## src/rtl/xbar_pkg.sv

```systemverilog
// Shared types and constants for the crossbar arbiter: FSM states, the
// captured A-channel payload, the memory map and the TileLink opcodes used.
package xbar_pkg;

  typedef enum logic [1:0] {
    IDLE     = 2'd0,
    A_PHASE  = 2'd1,
    D_WAIT   = 2'd2,
    ERR_RESP = 2'd3
  } xbar_state_e;

  localparam int CHIP_NUM = 6;

  // Region order fixes the chip_sel bit: 0 ROM, 1 CLINT, 2 PLIC, 3 UART,
  // 4 FLASH, 5 RAM.
  localparam logic [63:0] REGION_BASE [CHIP_NUM] = '{
    64'h0000_0000_0000_1000,
    64'h0000_0000_0200_0000,
    64'h0000_0000_0C00_0000,
    64'h0000_0000_1000_0000,
    64'h0000_0000_2000_0000,
    64'h0000_0000_8000_0000
  };

  localparam logic [63:0] REGION_SIZE [CHIP_NUM] = '{
    64'h0000_0000_0000_1000,
    64'h0000_0000_0001_0000,
    64'h0000_0000_0400_0000,
    64'h0000_0000_0000_0100,
    64'h0000_0000_0200_0000,
    64'h0000_0000_8000_0000
  };

  localparam logic [2:0] OP_GET             = 3'd4;
  localparam logic [2:0] OP_ACCESS_ACK      = 3'd0;
  localparam logic [2:0] OP_ACCESS_ACK_DATA = 3'd1;

  // Registered copy of the granted master's A beat.
  typedef struct packed {
    logic [2:0]  opcode;
    logic [2:0]  param;
    logic [2:0]  size;
    logic [3:0]  source;
    logic [63:0] address;
    logic [7:0]  mask;
    logic [63:0] data;
    logic        corrupt;
  } a_payload_t;

endpackage

```

## src/rtl/crossbar_arb_if.sv

```systemverilog
// Bundle of all handshake/bus signals around the crossbar arbiter: NM master
// A/D channel pairs, the single downstream slave A/D pair and the decode
// outputs. The slave modport is the arbiter's view; master is the
// environment's view.
//
// Handshake rule on every channel: a beat transfers on a rising clk edge
// where valid && ready are both 1; the sender keeps valid and payload
// stable until that edge, and valid never depends on ready.
interface crossbar_arb_if #(parameter int NM = 2);
  import xbar_pkg::*;

  logic [NM-1:0][2:0]  m_a_opcode;
  logic [NM-1:0][2:0]  m_a_param;
  logic [NM-1:0][2:0]  m_a_size;
  logic [NM-1:0][3:0]  m_a_source;
  logic [NM-1:0][63:0] m_a_address;
  logic [NM-1:0][7:0]  m_a_mask;
  logic [NM-1:0][63:0] m_a_data;
  logic [NM-1:0]       m_a_corrupt;
  logic [NM-1:0]       m_a_valid;
  logic [NM-1:0]       m_a_ready;

  logic [2:0]          m_d_opcode;
  logic [3:0]          m_d_source;
  logic [63:0]         m_d_data;
  logic                m_d_denied;
  logic [NM-1:0]       m_d_valid;
  logic [NM-1:0]       m_d_ready;

  logic [2:0]          a_opcode;
  logic [2:0]          a_param;
  logic [2:0]          a_size;
  logic [3:0]          a_source;
  logic [63:0]         a_address;
  logic [7:0]          a_mask;
  logic [63:0]         a_data;
  logic                a_corrupt;
  logic                a_valid;
  logic                a_ready;

  logic [CHIP_NUM-1:0] chip_sel;
  logic [63:0]         chip_addr;

  logic [2:0]          d_opcode;
  logic [3:0]          d_source;
  logic [63:0]         d_data;
  logic                d_denied;
  logic                d_valid;
  logic                d_ready;

  modport slave (
    input  m_a_opcode, m_a_param, m_a_size, m_a_source, m_a_address,
           m_a_mask, m_a_data, m_a_corrupt, m_a_valid,
    output m_a_ready,
    output m_d_opcode, m_d_source, m_d_data, m_d_denied, m_d_valid,
    input  m_d_ready,
    output a_opcode, a_param, a_size, a_source, a_address, a_mask, a_data,
           a_corrupt, a_valid,
    input  a_ready,
    output chip_sel, chip_addr,
    input  d_opcode, d_source, d_data, d_denied, d_valid,
    output d_ready
  );

  modport master (
    output m_a_opcode, m_a_param, m_a_size, m_a_source, m_a_address,
           m_a_mask, m_a_data, m_a_corrupt, m_a_valid,
    input  m_a_ready,
    input  m_d_opcode, m_d_source, m_d_data, m_d_denied, m_d_valid,
    output m_d_ready,
    input  a_opcode, a_param, a_size, a_source, a_address, a_mask, a_data,
           a_corrupt, a_valid,
    output a_ready,
    input  chip_sel, chip_addr,
    output d_opcode, d_source, d_data, d_denied, d_valid,
    input  d_ready
  );

endinterface

```

## src/rtl/xbar_addr_decode.sv

```systemverilog
// Combinational address decoder: finds the region with
// base <= addr < base + size and returns its one-hot select and offset.
// Misses return hit=0, chip_sel=0, chip_addr=0.
module xbar_addr_decode
  import xbar_pkg::*;
(
  input  logic [63:0]         addr,
  output logic                hit,
  output logic [CHIP_NUM-1:0] chip_sel,
  output logic [63:0]         chip_addr
);

  // Compare via (addr - base) < size so the RAM region ending at 2^32
  // needs no wider arithmetic.
  always_comb begin
    hit       = 1'b0;
    chip_sel  = '0;
    chip_addr = '0;
    for (int r = 0; r < CHIP_NUM; r++) begin
      if (!hit && (addr >= REGION_BASE[r]) &&
          ((addr - REGION_BASE[r]) < REGION_SIZE[r])) begin
        hit         = 1'b1;
        chip_sel[r] = 1'b1;
        chip_addr   = addr - REGION_BASE[r];
      end
    end
  end

endmodule

```

## src/rtl/crossbar_arb.sv

```systemverilog
// NM-to-1 TileLink-style arbiter with one outstanding transaction. A
// round-robin winner's A beat is accepted in IDLE, registered with its
// decode, then forwarded (A_PHASE) and its D response routed back (D_WAIT).
// Unmapped addresses never reach the slave; ERR_RESP answers with denied.
module crossbar_arb
  import xbar_pkg::*;
#(
  parameter int NM = 2
) (
  input  logic         clk,
  input  logic         rst_n,
  crossbar_arb_if.slave bus,
  output xbar_state_e  dbg_state
);

  localparam int GW = (NM > 1) ? $clog2(NM) : 1;
  typedef logic [GW-1:0] gidx_t;

  xbar_state_e         state_q, state_d;
  gidx_t               grant_q, grant_d;
  gidx_t               last_grant_q, last_grant_d;
  a_payload_t          pay_q, pay_d;
  logic [CHIP_NUM-1:0] chip_sel_q, chip_sel_d;
  logic [63:0]         chip_addr_q, chip_addr_d;

  logic                req_found;
  gidx_t               req_idx;
  gidx_t               rr_cand;
  logic [63:0]         req_addr;

  logic                dec_hit;
  logic [CHIP_NUM-1:0] dec_sel;
  logic [63:0]         dec_off;

  logic [NM-1:0]       m_a_ready_c;
  logic [NM-1:0]       m_d_valid_c;
  logic [2:0]          m_d_opcode_c;
  logic [3:0]          m_d_source_c;
  logic [63:0]         m_d_data_c;
  logic                m_d_denied_c;
  logic                a_valid_c;
  logic                d_ready_c;

  // Round-robin search starting one past the last completed grant.
  always_comb begin
    req_found = 1'b0;
    req_idx   = last_grant_q;
    rr_cand   = last_grant_q;
    for (int i = 1; i <= NM; i++) begin
      rr_cand = gidx_t'((int'(last_grant_q) + i) % NM);
      if (!req_found && bus.m_a_valid[rr_cand]) begin
        req_found = 1'b1;
        req_idx   = rr_cand;
      end
    end
  end

  assign req_addr = bus.m_a_address[req_idx];

  xbar_addr_decode u_decode (
    .addr      (req_addr),
    .hit       (dec_hit),
    .chip_sel  (dec_sel),
    .chip_addr (dec_off)
  );

  // Next-state, capture and per-state channel routing.
  always_comb begin
    state_d      = state_q;
    grant_d      = grant_q;
    last_grant_d = last_grant_q;
    pay_d        = pay_q;
    chip_sel_d   = chip_sel_q;
    chip_addr_d  = chip_addr_q;
    m_a_ready_c  = '0;
    m_d_valid_c  = '0;
    m_d_opcode_c = '0;
    m_d_source_c = '0;
    m_d_data_c   = '0;
    m_d_denied_c = 1'b0;
    a_valid_c    = 1'b0;
    d_ready_c    = 1'b0;
    unique case (state_q)
      IDLE: begin
        if (req_found) begin
          m_a_ready_c[req_idx] = 1'b1;
          grant_d     = req_idx;
          pay_d       = '{opcode:  bus.m_a_opcode[req_idx],
                          param:   bus.m_a_param[req_idx],
                          size:    bus.m_a_size[req_idx],
                          source:  bus.m_a_source[req_idx],
                          address: bus.m_a_address[req_idx],
                          mask:    bus.m_a_mask[req_idx],
                          data:    bus.m_a_data[req_idx],
                          corrupt: bus.m_a_corrupt[req_idx]};
          chip_sel_d  = dec_sel;
          chip_addr_d = dec_off;
          state_d     = dec_hit ? A_PHASE : ERR_RESP;
        end
      end
      A_PHASE: begin
        a_valid_c = 1'b1;
        if (bus.a_ready) state_d = D_WAIT;
      end
      D_WAIT: begin
        m_d_valid_c[grant_q] = bus.d_valid;
        d_ready_c    = bus.m_d_ready[grant_q];
        m_d_opcode_c = bus.d_opcode;
        m_d_source_c = bus.d_source;
        m_d_data_c   = bus.d_data;
        m_d_denied_c = bus.d_denied;
        if (bus.d_valid && bus.m_d_ready[grant_q]) begin
          state_d      = IDLE;
          last_grant_d = grant_q;
        end
      end
      ERR_RESP: begin
        m_d_valid_c[grant_q] = 1'b1;
        m_d_denied_c = 1'b1;
        m_d_source_c = pay_q.source;
        m_d_opcode_c = (pay_q.opcode == OP_GET) ? OP_ACCESS_ACK_DATA
                                                 : OP_ACCESS_ACK;
        if (bus.m_d_ready[grant_q]) begin
          state_d      = IDLE;
          last_grant_d = grant_q;
        end
      end
      default: state_d = IDLE;
    endcase
  end

  // State and capture registers; reset abandons any transaction in flight.
  always_ff @(posedge clk or negedge rst_n) begin
    if (!rst_n) begin
      state_q      <= IDLE;
      grant_q      <= '0;
      last_grant_q <= gidx_t'(NM - 1);
      pay_q        <= '0;
      chip_sel_q   <= '0;
      chip_addr_q  <= '0;
    end else begin
      state_q      <= state_d;
      grant_q      <= grant_d;
      last_grant_q <= last_grant_d;
      pay_q        <= pay_d;
      chip_sel_q   <= chip_sel_d;
      chip_addr_q  <= chip_addr_d;
    end
  end

  assign bus.m_a_ready  = m_a_ready_c;
  assign bus.m_d_valid  = m_d_valid_c;
  assign bus.m_d_opcode = m_d_opcode_c;
  assign bus.m_d_source = m_d_source_c;
  assign bus.m_d_data   = m_d_data_c;
  assign bus.m_d_denied = m_d_denied_c;
  assign bus.d_ready    = d_ready_c;

  assign bus.a_valid    = a_valid_c;
  assign bus.a_opcode   = pay_q.opcode;
  assign bus.a_param    = pay_q.param;
  assign bus.a_size     = pay_q.size;
  assign bus.a_source   = pay_q.source;
  assign bus.a_address  = pay_q.address;
  assign bus.a_mask     = pay_q.mask;
  assign bus.a_data     = pay_q.data;
  assign bus.a_corrupt  = pay_q.corrupt;
  assign bus.chip_sel   = chip_sel_q;
  assign bus.chip_addr  = chip_addr_q;

  assign dbg_state      = state_q;

endmodule

```

## src/flat_wrapper.sv

```systemverilog
// flat-port wrapper written by rule: the top's interface ports become plain ports
module crossbar_arb_flat import xbar_pkg::*;
#(
  parameter int NM = 2
)
  (clk, rst_n, dbg_state, bus_m_a_opcode, bus_m_a_param, bus_m_a_size, bus_m_a_source, bus_m_a_address, bus_m_a_mask, bus_m_a_data, bus_m_a_corrupt, bus_m_a_valid, bus_m_a_ready, bus_m_d_opcode, bus_m_d_source, bus_m_d_data, bus_m_d_denied, bus_m_d_valid, bus_m_d_ready, bus_a_opcode, bus_a_param, bus_a_size, bus_a_source, bus_a_address, bus_a_mask, bus_a_data, bus_a_corrupt, bus_a_valid, bus_a_ready, bus_chip_sel, bus_chip_addr, bus_d_opcode, bus_d_source, bus_d_data, bus_d_denied, bus_d_valid, bus_d_ready);
  crossbar_arb_if #(.NM(NM)) bus_i ();
  input  logic clk;
  input  logic rst_n;
  output xbar_state_e dbg_state;
  input wire logic [$bits(bus_i.m_a_opcode)-1:0] bus_m_a_opcode;
  input wire logic [$bits(bus_i.m_a_param)-1:0] bus_m_a_param;
  input wire logic [$bits(bus_i.m_a_size)-1:0] bus_m_a_size;
  input wire logic [$bits(bus_i.m_a_source)-1:0] bus_m_a_source;
  input wire logic [$bits(bus_i.m_a_address)-1:0] bus_m_a_address;
  input wire logic [$bits(bus_i.m_a_mask)-1:0] bus_m_a_mask;
  input wire logic [$bits(bus_i.m_a_data)-1:0] bus_m_a_data;
  input wire logic [$bits(bus_i.m_a_corrupt)-1:0] bus_m_a_corrupt;
  input wire logic [$bits(bus_i.m_a_valid)-1:0] bus_m_a_valid;
  output wire logic [$bits(bus_i.m_a_ready)-1:0] bus_m_a_ready;
  output wire logic [$bits(bus_i.m_d_opcode)-1:0] bus_m_d_opcode;
  output wire logic [$bits(bus_i.m_d_source)-1:0] bus_m_d_source;
  output wire logic [$bits(bus_i.m_d_data)-1:0] bus_m_d_data;
  output wire logic [$bits(bus_i.m_d_denied)-1:0] bus_m_d_denied;
  output wire logic [$bits(bus_i.m_d_valid)-1:0] bus_m_d_valid;
  input wire logic [$bits(bus_i.m_d_ready)-1:0] bus_m_d_ready;
  output wire logic [$bits(bus_i.a_opcode)-1:0] bus_a_opcode;
  output wire logic [$bits(bus_i.a_param)-1:0] bus_a_param;
  output wire logic [$bits(bus_i.a_size)-1:0] bus_a_size;
  output wire logic [$bits(bus_i.a_source)-1:0] bus_a_source;
  output wire logic [$bits(bus_i.a_address)-1:0] bus_a_address;
  output wire logic [$bits(bus_i.a_mask)-1:0] bus_a_mask;
  output wire logic [$bits(bus_i.a_data)-1:0] bus_a_data;
  output wire logic [$bits(bus_i.a_corrupt)-1:0] bus_a_corrupt;
  output wire logic [$bits(bus_i.a_valid)-1:0] bus_a_valid;
  input wire logic [$bits(bus_i.a_ready)-1:0] bus_a_ready;
  output wire logic [$bits(bus_i.chip_sel)-1:0] bus_chip_sel;
  output wire logic [$bits(bus_i.chip_addr)-1:0] bus_chip_addr;
  input wire logic [$bits(bus_i.d_opcode)-1:0] bus_d_opcode;
  input wire logic [$bits(bus_i.d_source)-1:0] bus_d_source;
  input wire logic [$bits(bus_i.d_data)-1:0] bus_d_data;
  input wire logic [$bits(bus_i.d_denied)-1:0] bus_d_denied;
  input wire logic [$bits(bus_i.d_valid)-1:0] bus_d_valid;
  output wire logic [$bits(bus_i.d_ready)-1:0] bus_d_ready;
  assign bus_i.m_a_opcode = bus_m_a_opcode;
  assign bus_i.m_a_param = bus_m_a_param;
  assign bus_i.m_a_size = bus_m_a_size;
  assign bus_i.m_a_source = bus_m_a_source;
  assign bus_i.m_a_address = bus_m_a_address;
  assign bus_i.m_a_mask = bus_m_a_mask;
  assign bus_i.m_a_data = bus_m_a_data;
  assign bus_i.m_a_corrupt = bus_m_a_corrupt;
  assign bus_i.m_a_valid = bus_m_a_valid;
  assign bus_m_a_ready = bus_i.m_a_ready;
  assign bus_m_d_opcode = bus_i.m_d_opcode;
  assign bus_m_d_source = bus_i.m_d_source;
  assign bus_m_d_data = bus_i.m_d_data;
  assign bus_m_d_denied = bus_i.m_d_denied;
  assign bus_m_d_valid = bus_i.m_d_valid;
  assign bus_i.m_d_ready = bus_m_d_ready;
  assign bus_a_opcode = bus_i.a_opcode;
  assign bus_a_param = bus_i.a_param;
  assign bus_a_size = bus_i.a_size;
  assign bus_a_source = bus_i.a_source;
  assign bus_a_address = bus_i.a_address;
  assign bus_a_mask = bus_i.a_mask;
  assign bus_a_data = bus_i.a_data;
  assign bus_a_corrupt = bus_i.a_corrupt;
  assign bus_a_valid = bus_i.a_valid;
  assign bus_i.a_ready = bus_a_ready;
  assign bus_chip_sel = bus_i.chip_sel;
  assign bus_chip_addr = bus_i.chip_addr;
  assign bus_i.d_opcode = bus_d_opcode;
  assign bus_i.d_source = bus_d_source;
  assign bus_i.d_data = bus_d_data;
  assign bus_i.d_denied = bus_d_denied;
  assign bus_i.d_valid = bus_d_valid;
  assign bus_d_ready = bus_i.d_ready;
  crossbar_arb #(.NM(NM)) u_core (.clk(clk), .rst_n(rst_n), .bus(bus_i), .dbg_state(dbg_state));
endmodule
```

## config.mk

```make
export PLATFORM = sky130hd
export DESIGN_NAME = crossbar_arb_flat
export DESIGN_NICKNAME = d
export VERILOG_FILES = /design/src/rtl/xbar_pkg.sv /design/src/rtl/crossbar_arb_if.sv /design/src/rtl/xbar_addr_decode.sv /design/src/rtl/crossbar_arb.sv /design/src/flat_wrapper.sv
export SDC_FILE = /design/constraint.sdc
export NUM_CORES = 1
export LEC_CHECK = 0
export BUFFER_PORTS_ARGS = -buffer_cell sky130_fd_sc_hd__buf_2
export CAP_MARGIN = 10
export CORE_AREA = 3 3 261 263
export CTS_BUF_LIST = sky130_fd_sc_hd__clkbuf_16
export DETAILED_ROUTE_END_ITERATION = 10
export DIE_AREA = 0 0 264 266
export PLACE_DENSITY_LB_ADDON = 0.2
export SYNTH_ARGS = -nofsm -noshare
export SYNTH_HDL_FRONTEND = slang
export SYNTH_HIERARCHICAL = 1
export SYNTH_SLANG_ARGS = --single-unit
```

## constraint.sdc

```tcl
create_clock -name clk -period 6.15 [get_ports clk]
set_input_delay 1.23 -clock clk [delete_from_list [all_inputs] [get_ports clk]]
set_output_delay 1.23 -clock clk [all_outputs]
set_load 0.01 [all_outputs]
```

==> results.sh, run 1 <==
export IMPL_drive_gt1_share_pct=38.2
export IMPL_worst_endpoint_required_ns=6.69
export IMPL_placement_rows=94
export IMPL_clkSlewWorstSetupHoldPaths_ns=0.06
export IMPL_yosys_warnings=6
export IMPL_final_net_count=2930
export IMPL_boundaryPins=680
export IMPL_final_hold_worst_slack_ns=0.495
export IMPL_hold_fails_final_rpt=0
export IMPL_gp_congestion=1.03
export IMPL_crit_path_end_kind="register"
export IMPL_cts_post_setup_buffers_inserted=0
export IMPL_first_pass_grt_wire_length_um=148000
export IMPL_synth_ff_latch_count=224
export IMPL_report_final_setup_viol=0
export IMPL_clkSinkCount=224
export IMPL_max_freq_ghz=0.185
export IMPL_layout_filler_cells=7116
export IMPL_timing_final_crit_period_ns=5.40
export IMPL_post_synth_num_cell_types=70
export IMPL_worstMarginPinSlew_ns=1.03
export IMPL_port_buffer_count=679
export IMPL_total_routing_usage_gr_pct=29.2
export IMPL_worstSetupPathType="reg -> reg"
export IMPL_grt_antenna_before_repair=52
export IMPL_grt_pass1_vias=18266
export IMPL_routed_via_count=18855
export IMPL_total_of_hold_buffers_inserted_after_clock_tree_synthesis=0
export IMPL_worst_hold_path_type="reg -> reg"
export IMPL_switching_share_of_power_pct=49.6
export IMPL_synth_edf_count=0
export IMPL_post_detailed_route_drc_marker_count=0
export IMPL_syn_avg_cell_area_um2=8.30
export IMPL_synth_fa_ha_area_share_pct=0.888
export IMPL_chipWidth_um=264
export IMPL_synth_async_sr_flop_share_pct=100
export IMPL_place_hpwl_um=87700
export IMPL_ys_flop_type="dfrtp_1"
export IMPL_seqPwrFrac_pct=24.9
export IMPL_reg2reg_slack_ns=0.75
export IMPL_cap_viol_max_count=0
export IMPL_arrival_ns=5.94
export IMPL_comb_power_share_pct=58.5
export IMPL_synth_compound_gate_area_share_pct=19.8
export IMPL_dieHeight_um=266
export IMPL_initial_core_util_pct=23.5
export IMPL_switching_component_of_the_power_mw=5.04
export IMPL_grt_max_degree=153
export IMPL_clockBufferDepth=3
export IMPL_overflow=0
export IMPL_slew_headroom_pct=31.3
export IMPL_drt_wirelength_per_cell_um=31.4
export IMPL_status="complete, no violations"
export IMPL_drtPass1Iterations=6
export IMPL_synth_simple_area_share_pct=25.0
export IMPL_clock_root_buffer="clkbuf_16"
export IMPL_critPathLaunchType="register"
export IMPL_fp_dieArea_mm2=0.0702
export IMPL_grt_setup_unrepaired="false"
export IMPL_drt_antenna_violating_nets=0
export IMPL_final_period_util_pct=87.7
export IMPL_drt_initial_drc_count=2162
export IMPL_clock_tree_from_tritoncts="yes"
export IMPL_cell_internal_pwr_mw=5.12
export IMPL_synth_seq_area_share_pct=36.2
export IMPL_vias_per_cell=5.48
export IMPL_synth_area_mux_share_pct=6.27
export IMPL_final_util_pct=32.3
export IMPL_synth_top_family_by_area="simple AND/OR/NAND/NOR gates"
export IMPL_finClkSkew_ns=0.0124
export IMPL_area_growth_synth_to_final_pct=37.2
export IMPL_netlist_instances=1867
export IMPL_critPathMaxFanout=35
export IMPL_timing_setup_tns_ns=0
export IMPL_area_share_of_xor_xnor_cells_in_the_synthesized_design_pct=4.41
export IMPL_netlist_area_mm2=0.0155
export IMPL_htreeDepth=1
export IMPL_power_mw=10.2
export IMPL_post_cts_resize_count=0
export IMPL_totalWireLength_um=108000
export IMPL_cts_inserted_buffers=29
export IMPL_fp_coreArea_mm2=0.0659
export IMPL_reported_leakage_power_nw=9.60
export IMPL_pwr_density_cell_mw_per_mm2=478
export IMPL_irDropWorstVdd_v=0.000262
export IMPL_insertion_delay_ns=0.60
export IMPL_timing_final_max_slew_violations=0
export IMPL_power_frac_clock_pct=16.6
logic make-up (layout without fill, tap and decap cells):
kind of cell	count (synthesis)	count (layout)
simple gates	689	689
compound gates	543	543
buf+inv	244	907
flops	224	224
xor+xnor	78	78
mux	77	77
fa+ha+maj	11	11
other cells	1	47
path summary, 6_finish.rpt:
path | start | end | depth (start not counted)
setup / recovery | u_core/last_grant_q | u_core/bus.chip_addr[2] | 19
hold / removal | u_core/bus.chip_addr[62] | u_core/bus.chip_addr[62] | 1
setup reg to reg | u_core/last_grant_q | u_core/bus.chip_addr[2] | 19
hold reg to reg | u_core/bus.chip_addr[62] | u_core/bus.chip_addr[62] | 1
max in group asynchronous | rst_n | u_core/bus.a_address[63] | 2
min in group asynchronous | rst_n | u_core/bus.chip_addr[56] | 1
layout make-up:
| type | instances | area [um^2] | area share (%) |
|---|---|---|---|
| clock buffer | 29 | 726 | 3.41 |
| multi-input combinational | 1431 | 8900 | 41.9 |
| sequential | 224 | 5610 | 26.4 |
| tap | 864 | 1080 | 5.08 |
| inverter | 22 | 82.6 | 0.388 |
| clock inverter | 25 | 184 | 0.865 |
| antenna | 14 | 35.0 | 0.165 |
| timing repair buffer | 831 | 4650 | 21.9 |
sequential cells by signal, summed over array words and instances, names as in the netlist:
name                  cells
u_core/bus.a_source       4
u_core/bus.chip_addr     64
u_core/bus.a_opcode       3
u_core/bus.a_address     64
u_core/bus.chip_sel       6
u_core/bus.a_mask         8
u_core/bus.a_data        64
u_core/bus.a_size         3
u_core/dbg_state          2
u_core/bus.a_corrupt      1
u_core/last_grant_q       1
u_core/bus.a_param        3
u_core/grant_q            1
synthesized netlist by cell type, drive strengths merged (8+ instances only):
cell | number | area (um^2)
o21ai | 170 | 851
nor4 | 66 | 521
mux2 | 71 | 912
nand4 | 42 | 282
dfrtp | 223 | 5580
nand2 | 115 | 432
o21a | 8 | 60.1
inv | 21 | 78.8
a31oi | 159 | 995
nand3 | 174 | 876
buf | 96 | 594
and2 | 95 | 594
a21oi | 164 | 821
xor2 | 20 | 175
xnor2 | 58 | 508
nor2b | 11 | 68.8
clkbuf | 126 | 473
nor4b | 10 | 109
nor3b | 12 | 95.1
nor2 | 57 | 214
or4 | 18 | 139
ha | 11 | 138
nor3 | 56 | 280
power groups by stage:
stage | logic (mW) | registers [mW] | clock network, mW
global placement | 5.92 | 2.52 | 0
floorplan | 2.83 | 2.74 | 0
global route | 6.29 | 2.59 | 1.79
CTS | 5.93 | 2.52 | 1.73
finish | 5.94 | 2.53 | 1.69
detailed placement | 5.91 | 2.54 | 0
worst max-delay path: stages (launching register included):
cell and delay (ns):
dfstp_2 0.75, and2_4 0.57, buf_12 0.24, o21ai_0 0.12
nand2_1 0.12, clkinv_1 0.23, ha_1 0.35, nor3b_2 0.22
buf_4 0.21, a31oi_1 0.22, o22ai_1 0.12, nor4_1 0.26
nand4_1 0.18, nor4_1 0.64, buf_4 0.24, nor4_2 0.05
nand3_1 0.21, buf_4 0.23, and2_1 0.15, mux2_2 0.14
per-layer routing:
layer	vias to the layer above	part of all wire, %	routed length (um)	GRT usage [%]
met5	-	0.050	54	0
met4	8	4.5	4920	10.9
met3	224	8.5	9220	5.85
met2	1051	48	52200	50.1
met1	9397	39	41800	36.2
li1	8175	-	-	-
placed cells by master, fill, tap and decap left out, types with 10 or more instances in the layout:
cell	instances
a21oi_1	164
a31oi_1	159
and2_1	93
buf_2	678
buf_4	144
clkbuf_16	29
conb_1	33
dfrtp_1	223
diode_2	14
ha_1	11
inv_1	29
mux2_2	40
mux2_4	30
nand2_1	114
nand3_1	173
nand4_1	39
nor2_1	55
nor2b_1	10
nor3_1	56
nor3b_1	11
nor4_1	53
nor4_2	10
o21ai_0	168
or4_1	17
xnor2_1	58
xor2_1	20
metrics by stage:
| step | area, um^2 | worst slack, ns | std cells |
|---|---|---|---|
| finish | 21300 | 0.754 | 3440 |
| detailed placement | 20300 | 0.276 | 3372 |
| floorplan | 15600 | 0.495 | 1899 |
| global placement | 20300 | 0.263 | 3372 |
| global route | 21300 | 0.519 | 3433 |
| CTS | 21200 | 0.810 | 3426 |
Power figures use the tool's default switching activity.
==> run 2: changes to the inputs <==
--- a/config.mk
+++ b/config.mk
@@ -5,6 +5,7 @@
 export SDC_FILE = /design/constraint.sdc
 export NUM_CORES = 1
 export LEC_CHECK = 0
+export ABC_CLOCK_PERIOD_IN_PS = 6150
 export BUFFER_PORTS_ARGS = -buffer_cell sky130_fd_sc_hd__buf_2
 export CAP_MARGIN = 10
 export CORE_AREA = 3 3 261 263
@@ -12,6 +13,7 @@
 export DETAILED_ROUTE_END_ITERATION = 10
 export DIE_AREA = 0 0 264 266
 export PLACE_DENSITY_LB_ADDON = 0.2
+export RECOVER_POWER = 50
 export SYNTH_ARGS = -nofsm -noshare
 export SYNTH_HDL_FRONTEND = slang
 export SYNTH_HIERARCHICAL = 1
==> run 2 against run 1 <==
The run now ends with max-capacitance violations, max-slew violations left. Cell area shrank 0.96%. Utilization shrank 0.31 points. Non-clock buffer count is the same. Sequential cell count is the same. Fmax grew 0.81%. Wire length grew 0.15%. Via count is essentially flat. Sequential share of layout area grew 0.26 points. Setup slack gained 0.044 ns. Sequential power is essentially flat. Highest routed layer unchanged. Worst hold slack gained 0.0046 ns. Cell count is essentially flat.
==> results.sh, run 2 (synthesis results as in run 1) <==
export IMPL_total_routing_usage_gr_pct=29.2
export IMPL_slew_headroom_pct=-214
export IMPL_cts_inserted_buffers=29
export IMPL_drt_wirelength_per_cell_um=31.5
export IMPL_drt_antenna_violating_nets=0
export IMPL_port_buffer_count=679
export IMPL_post_detailed_route_drc_marker_count=0
export IMPL_drtPass1Iterations=6
export IMPL_cts_post_setup_buffers_inserted=0
export IMPL_worstMarginPinSlew_ns=4.71
export IMPL_overflow=0
export IMPL_boundaryPins=680
export IMPL_pwr_density_cell_mw_per_mm2=478
export IMPL_max_freq_ghz=0.187
export IMPL_insertion_delay_ns=0.60
export IMPL_final_net_count=2930
export IMPL_dp_cells=3372
export IMPL_clockBufferDepth=3
export IMPL_timing_final_max_slew_violations=78
export IMPL_clock_tree_from_tritoncts="yes"
export IMPL_failing_checks="max-capacitance violations, max-slew violations"
export IMPL_timing_final_crit_period_ns=5.35
export IMPL_area_growth_synth_to_final_pct=35.9
export IMPL_post_cts_resize_count=0
export IMPL_critPathLaunchType="register"
export IMPL_arrival_ns=5.89
export IMPL_vias_per_cell=5.48
export IMPL_layout_filler_cells=7174
export IMPL_total_of_hold_buffers_inserted_after_clock_tree_synthesis=0
export IMPL_timing_setup_tns_ns=0
export IMPL_irDropWorstVdd_v=0.000264
export IMPL_cap_viol_max_count=1
export IMPL_reported_leakage_power_nw=9.18
export IMPL_most_common_layout_cells="530 x buf_2, 223 x dfrtp_1, 173 x nand3_1, 168 x o21ai_0, 164 x a21oi_1"
export IMPL_hp_start="u_core/bus.chip_addr[62]"
export IMPL_grt_setup_unrepaired="false"
export IMPL_clkSinkCount=224
export IMPL_clock_root_buffer="clkbuf_16"
export IMPL_worst_endpoint_required_ns=6.69
export IMPL_totalWireLength_um=108000
export IMPL_stdcell_count=3438
export IMPL_timing_reg2reg_worst_path_depth=19
export IMPL_placement_rows=94
export IMPL_final_period_util_pct=87.0
export IMPL_reg2reg_slack_ns=0.80
export IMPL_worst_hold_path_type="reg -> reg"
export IMPL_critPathMaxFanout=35
export IMPL_dieHeight_um=266
export IMPL_clkSlewWorstSetupHoldPaths_ns=0.06
export IMPL_report_final_setup_viol=0
export IMPL_place_hpwl_um=87700
export IMPL_finClkSkew_ns=0.00996
export IMPL_chipWidth_um=264
export IMPL_htreeDepth=1
export IMPL_gp_congestion=1.03
export IMPL_layout_cells_most_common="buf_2"
export IMPL_initial_core_util_pct=23.5
export IMPL_min_delay_worst_endpoint="u_core/bus.chip_addr[62]"
export IMPL_crit_path_start="u_core/last_grant_q"
export IMPL_drt_initial_drc_count=2129
export IMPL_status="complete, but fails checks"
export IMPL_rr_startpoint="u_core/last_grant_q"
export IMPL_grt_max_degree=153
export IMPL_worstSetupPathType="reg -> reg"
export IMPL_min_delay_path_depth=1
export IMPL_grt_antenna_before_repair=52
export IMPL_hold_fails_final_rpt=0
export IMPL_first_pass_grt_wire_length_um=148000
export IMPL_drive_gt1_share_pct=32.4
export IMPL_fp_dieArea_mm2=0.0702
export IMPL_routed_via_count=18839
export IMPL_fp_coreArea_mm2=0.0659
export IMPL_timing_rr_end="u_core/bus.chip_addr[7]"
export IMPL_crit_path_end_kind="register"
export IMPL_grt_pass1_vias=18266
[run 2: cell types whose count changed in the layout (fill, tap and decap cells not counted), sizes merged]
| cell | previous run | this run |
|---|---|---|
| clkbuf | 29 | 179 |
| buf | 831 | 681 |
| diode | 14 | 12 |
[run 2: through the flow]
step | hold slack (ns) | setup WS, ns | instance area [um^2] | utilization, % | power (mW)
6_report | 0.500 | 0.798 | 21100 | 32.0 | 10.1
5_1_grt | 0.516 | 0.292 | 21100 | 32.0 | 10.6
4_1_cts | 0.498 | 0.810 | 21200 | 32.2 | 10.2
3_5_place_dp | 0.484 | 0.276 | 20300 | 30.9 | 8.45
3_3_place_gp | 0.467 | 0.263 | 20300 | 30.9 | 8.44
2_1_floorplan | 0.496 | 0.495 | 15600 | - | 5.58
[run 2: cell type report]
type / count / area, um^2 / area share, %
inverter: 22 / 82.6 / 0.392
timing repair buffer: 831 / 4450 / 21.1
antenna: 12 / 30.0 / 0.143
multi-input combinational: 1431 / 8900 / 42.3
clock inverter: 25 / 184 / 0.873
sequential: 224 / 5610 / 26.6
clock buffer: 29 / 726 / 3.45
tap: 864 / 1080 / 5.13
[run 2: worst max-delay path by stage]
stage / to / slack, ns
floorplan: u_core/dbg_state[1] / 0.50
global placement: u_core/dbg_state[1] / 0.26
detailed placement: u_core/bus.chip_addr[2] / 0.28
CTS: u_core/bus.chip_addr[2] / 0.81
global route: u_core/bus.a_address[45] / 0.29
finish: u_core/bus.chip_addr[7] / 0.80
[run 2: report_power, final]
part           leakage [nW]  internal (mW)  total (mW)  switching [mW]
Sequential             2.62           2.11        2.55           0.433
Combinational          6.08           1.95        5.84            3.89
Clock                 0.480          0.941        1.69           0.747
[run 2: routing by layer]
layer	track usage (%)	part of all wire, %
met5	0	0.050
met2	50.1	48
met4	10.9	4.7
met1	36.2	39
met3	5.85	7.9
[run 2: worst max-delay path, stage by stage, from the launching register on]
cell and delay (ns):
dfstp_2 0.75, and2_4 0.56, buf_12 0.24, o21ai_0 0.12, nand2_1 0.12, clkinv_1 0.24
ha_1 0.35, nor3b_2 0.22, buf_4 0.21, a31oi_1 0.22, o22ai_1 0.12, nor4_1 0.27
nand4_1 0.17, nor4_1 0.61, buf_4 0.23, nor4_2 0.05, nand3_1 0.21, buf_4 0.23
and2_1 0.14, mux2_2 0.14
